**src/rtl/data_mem_arbiter.sv**
```systemverilog
// Two-port round-robin arbiter/sequencer in front of a fixed-latency 32-bit data memory.
// Latency: enable strobe 1 cycle after the request is sampled; ack MEM_LATENCY+2 cycles after it.
// Backpressure: requests are sampled only in IDLE; a request held high while busy waits its turn.
module data_mem_arbiter #(
    parameter int ADDR_WIDTH  = 3,
    parameter int MEM_LATENCY = 2
) (
    input  logic                  CLK,
    input  logic                  RST,
    input  logic                  a_req,
    input  logic                  a_we,
    input  logic [ADDR_WIDTH-1:0] a_addr,
    input  logic [31:0]           a_wdata,
    output logic                  a_ack,
    output logic [31:0]           a_rdata,
    input  logic                  b_req,
    input  logic                  b_we,
    input  logic [ADDR_WIDTH-1:0] b_addr,
    input  logic [31:0]           b_wdata,
    output logic                  b_ack,
    output logic [31:0]           b_rdata,
    output logic                  mem_write_enable,
    output logic [ADDR_WIDTH-1:0] mem_write_index,
    output logic [31:0]           mem_write_data,
    output logic                  mem_read_enable,
    output logic [ADDR_WIDTH-1:0] mem_read_index,
    input  logic [31:0]           mem_read_data,
    output logic                  busy,
    output logic                  grant_b
);

    localparam int CW = $clog2(MEM_LATENCY + 1);

    typedef enum logic [1:0] {IDLE, ISSUE, WAIT, DONE} state_t;

    state_t                  state;
    state_t                  state_nxt;
    logic [CW-1:0]           cnt;
    logic                    lat_we;
    logic [ADDR_WIDTH-1:0]   lat_addr;
    logic [31:0]             lat_wdata;
    logic                    last_grant;
    logic                    pick_b;
    logic                    cnt_last;

    // On contention the port that did not win last time goes next.
    assign pick_b   = b_req & (~a_req | ~last_grant);
    assign cnt_last = (cnt == CW'(1));

    assign busy            = (state != IDLE);
    assign mem_write_index = lat_addr;
    assign mem_read_index  = lat_addr;
    assign mem_write_data  = lat_wdata;

    always_ff @(posedge CLK) begin
        if (RST) begin
            state <= IDLE;
        end else begin
            state <= state_nxt;
        end
    end

    always_comb begin
        state_nxt        = state;
        mem_write_enable = 1'b0;
        mem_read_enable  = 1'b0;
        case (state)
            IDLE: begin
                if (a_req || b_req) begin
                    state_nxt = ISSUE;
                end
            end
            ISSUE: begin
                mem_write_enable = lat_we;
                mem_read_enable  = ~lat_we;
                state_nxt        = WAIT;
            end
            WAIT: begin
                if (cnt_last) begin
                    state_nxt = DONE;
                end
            end
            DONE: begin
                state_nxt = IDLE;
            end
            default: begin
                state_nxt = IDLE;
            end
        endcase
    end

    always_ff @(posedge CLK) begin
        if (RST) begin
            cnt        <= '0;
            lat_we     <= 1'b0;
            lat_addr   <= '0;
            lat_wdata  <= '0;
            grant_b    <= 1'b0;
            last_grant <= 1'b1;
            a_ack      <= 1'b0;
            b_ack      <= 1'b0;
            a_rdata    <= '0;
            b_rdata    <= '0;
        end else begin
            case (state)
                IDLE: begin
                    if (a_req || b_req) begin
                        grant_b    <= pick_b;
                        last_grant <= pick_b;
                        lat_we     <= pick_b ? b_we    : a_we;
                        lat_addr   <= pick_b ? b_addr  : a_addr;
                        lat_wdata  <= pick_b ? b_wdata : a_wdata;
                    end
                end
                ISSUE: begin
                    cnt <= CW'(MEM_LATENCY);
                end
                WAIT: begin
                    cnt <= cnt - CW'(1);
                    // Read data is valid at this edge; writes leave both rdata registers alone.
                    if (cnt_last) begin
                        if (grant_b) begin
                            b_ack <= 1'b1;
                            if (!lat_we) begin
                                b_rdata <= mem_read_data;
                            end
                        end else begin
                            a_ack <= 1'b1;
                            if (!lat_we) begin
                                a_rdata <= mem_read_data;
                            end
                        end
                    end
                end
                DONE: begin
                    a_ack <= 1'b0;
                    b_ack <= 1'b0;
                end
                default: begin
                    cnt <= '0;
                end
            endcase
        end
    end

endmodule

```
**config.mk**
```make
export PLATFORM = sky130hd
export DESIGN_NAME = data_mem_arbiter
export DESIGN_NICKNAME = d
export VERILOG_FILES = /design/src/rtl/data_mem_arbiter.sv
export SDC_FILE = /design/constraint.sdc
export NUM_CORES = 1
export LEC_CHECK = 0
export ABC_CLOCK_PERIOD_IN_PS = 2300
export BUFFER_PORTS_ARGS = -buffer_cell sky130_fd_sc_hd__buf_2
export CAP_MARGIN = 20
export CORE_MARGIN = 5
export CORE_UTILIZATION = 46
export DETAILED_ROUTE_END_ITERATION = 10
export PLACE_DENSITY = 0.8
export RECOVER_POWER = 50
export SETUP_SLACK_MARGIN = 0.2
export SLEW_MARGIN = 20
export SYNTH_ARGS = -nofsm -noshare
export SYNTH_HDL_FRONTEND = slang
export SYNTH_SLANG_ARGS = --single-unit
```
**constraint.sdc**
```tcl
create_clock -name CLK -period 2.3 [get_ports CLK]
set_clock_uncertainty 0.2 [all_clocks]
set_input_delay 0.115 -clock CLK [delete_from_list [all_inputs] [get_ports CLK]]
set_output_delay 0.115 -clock CLK [all_outputs]
set_load 0.03 [all_outputs]
```
==> summary.md <==
| Metric | Value |
|---|---|
| R2R Path End | `mem_write_data[10]` |
| Post-Layout Cell Count | `972` |
| Synth top cells by count | `nand2_1 (165), dfxtp_1 (108), a21oi_1 (103)` |
| Vias in the first global route | `5,216` |
| Synth top area cells | `dfxtp_1 (48%), nand2_1 (14%), a21oi_1 (11%)` |
| Layout cells sized above 1 | `0.205` |
| PwrDens | `919 nW/um^2` |
| Avg Cell Area, Syn | `8.29 um^2` |
| Post-synth design cell area | `4490 um^2` |
| Starting Density | `0.466` |
| Reg clk slew, reported paths | `0.10 ns` |
| Sequential Power Share | `0.378` |
| Final hold slack | `0.0809 ns` |
| Post-layout util | `0.697` |
| P_leak | `2.64 nW` |
| Synth top area share | `0.481` |
| Die area | `11,800 um^2` |
| # IOs | `216` |
| Net Sw Power | `2.58 mW` |
| Slew @ Worst Pin | `0.982 ns` |
| Synth Register Bits | `108` |
| Final setup vio count | `0` |
| CP max FO | `35` |
| Num CTS Buffers | `9` |
| Period utilization | `0.894` |
| Worst path required time | `2.36 ns` |
| Clk pwr share | `0.213` |
| # diodes | `0` |
| Placed insts | `850` |
| Setup crit end kind | `register` |
| Synthesis warning total | `0` |
| DR vias | `5,259` |
| Layout Nets | `949` |
| Area Overhead vs Synth | `49.7%` |
| Total routed wirelength | `17,400 um` |
| Routed len/inst | `17.9 um` |
| Crit path from | `state[0]` |
| Post-synthesis sequential area ratio | `0.481` |
| Total GRT Usage | `0.281` |
| H-tree levels | `3` |
| Clk Latency, worst-skew pair | `0.36 ns` |
| Synth area leader | `dfxtp_1` |
| Ys flop type | `dfxtp_1` |
| Clock buffer depth | `2` |
| Max Slew Vio Count | `0` |
| Largest net degree at the start of global routing | `110` |
| DRT Pass-1 Iters | `5` |
| WS Path Type | `reg2reg` |
| Syn Inst Count | `542` |
| Worst r2r src | `state[0]` |
| Max-Slew Margin vs Limit | `0.345` |
| Sw frac | `0.417` |
| Buffers on Ports | `215` |
| Async SR Flop Fraction | `0` |
| Arrival @ worst endpoint | `2.12 ns` |
| Syn Nets | `657` |
| Initial antenna violation count | `0` |
| CTS root buf | `clkbuf_8` |
| WHS Path Cells | `4` |
| RePlAce Congestion | `0.789` |
| First-pass GRT wire length | `26,100 um` |
| Maximum VDD drop | `0.000674 V` |
| Reg2Reg Depth | `6` |
| Minimum clock period | `2.06 ns` |
| Global route overflow | `0` |
| Drt drc | `0` |
| CTS sink cnt | `108` |
| Status | `finished, final reports clean` |
| Distinct cells, synth | `36` |
| DP HPWL | `9220 um` |
| CORE AREA | `9640 um^2` |
| Gate power share | `0.409` |
| RSZ-0062 raised after global routing | `no` |
| Final hold violation count | `0` |
| Die X-Extent | `109 um` |
| CTS tree | `yes` |
| Max Clock Freq | `0.486 GHz` |
| Die span in y | `109 um` |
| Worst hold path class | `in2reg` |
| # rows | `36` |
| DRT iter0 DRCs | `381` |
| Max-Cap Viols | `0` |
| DR vias/cell | `5.41` |
| ANT nets after route | `0` |
| Internal Pwr Total | `3.60 mW` |
| Top-count cell post-synth | `nand2_1` |
| Startpoint type of the worst setup path | `register` |
| Number of synthesized flops with an enable pin | `0` |
| Critical path destination | `mem_write_data[10]` |
| Post-Route Setup TNS | `0 ns` |
| Reg2reg setup slack | `0.24 ns` |
per-stage QoR:
stage                     total power [mW]  instance area (um^2)  setup slack (ns)
after floorplan                       4.07                  4490             0.526
final                                 6.18                  6720             0.244
after global routing                  6.47                  6720             0.134
after CTS                             6.08                  6840             0.244
after global placement                4.54                  5560             0.433
after detailed placement              4.63                  5560             0.256
worst min path at each step:
| stage | start | endpoint | slack, ns |
|---|---|---|---|
| after detailed placement | a_wdata[2] | mem_write_data[2] | 0.17 |
| after CTS | b_req | last_grant | 0.01 |
| after floorplan | mem_read_data[24] | a_rdata[24] | 0.05 |
| after global placement | a_wdata[3] | mem_write_data[3] | 0.16 |
| final | b_req | state[0] | 0.08 |
| after global routing | b_req | last_grant | 0.09 |
layer usage:
layer,vias to the layer above,share of wire,track usage
met3,70,0.11,0.0752
li1,2386,-,-
met5,-,0,0
met1,2423,0.36,0.315
met2,380,0.48,0.487
met4,0,0.042,0.149
sequential cells by signal, summed over array words and instances (netlist names):
| signal | cells |
|---|---|
| state | 2 |
| mem_write_data | 32 |
| cnt | 2 |
| last_grant | 1 |
| lat_we | 1 |
| b_rdata | 32 |
| a_rdata | 32 |
| mem_read_index | 3 |
| b_ack | 1 |
| a_ack | 1 |
| grant_b | 1 |
cell families (layout without fill, tap and decap cells):
group           Yosys count  in the layout  synth area share
flops                   108            108             0.481
simple gates            223            223             0.202
buf+inv                  53            349            0.0621
fa+ha+maj                 7              7            0.0195
compound gates          150            151             0.233
mux                       1              1           0.00223
power groups by stage:
stage	Clock (mW)	Sequential, mW	Combinational (mW)
after detailed placement	0	2.33	2.29
final	1.32	2.33	2.53
after global placement	0	2.32	2.22
after CTS	1.34	2.29	2.44
after floorplan	0	2.75	1.32
after global routing	1.42	2.36	2.69
placed cells by master, fill, tap and decap left out, types with 2 or more instances in the layout:
| cell type | count |
|---|---|
| nand2_1 | 165 |
| buf_2 | 109 |
| dfxtp_1 | 108 |
| dlygate4sd3_1 | 105 |
| clkbuf_1 | 105 |
| a21oi_1 | 103 |
| nor2_1 | 40 |
| a211oi_2 | 29 |
| clkbuf_8 | 9 |
| a211oi_1 | 7 |
| ha_1 | 7 |
| buf_4 | 6 |
| inv_1 | 5 |
| nand2b_1 | 4 |
| nand4b_1 | 2 |
| nand3b_1 | 2 |
| a21boi_4 | 2 |
| o21a_1 | 2 |
| a31oi_1 | 2 |
| nand3_1 | 2 |
| inv_8 | 2 |
| bufinv_16 | 2 |
| buf_12 | 2 |
final cells by class:
class	instances	area [um^2]
clock buffer	9	124
clock inverter	7	105
fill	762	2920
inverter	5	18.8
multi-input combinational	382	2060
sequential	108	2160
tap	133	166
timing repair buffer	328	2090
timing repair:
action / CTS / global route
setup endpoints to repair: 0 / 42
gates resized for setup: 0 / 3
hold buffers: 105 / 0
hold endpoints to repair: 101 / 0
buffers inserted: 0 / 0
worst max-delay path, cell delays in order (launching register included):
cell,delay (ns)
dfxtp_1,0.36
inv_1,0.15
ha_1,0.40
o21a_1,0.25
buf_12,0.21
nor2_1,0.07
a211oi_2,0.30
No activity file was read; power rests on OpenSTA's default activity.
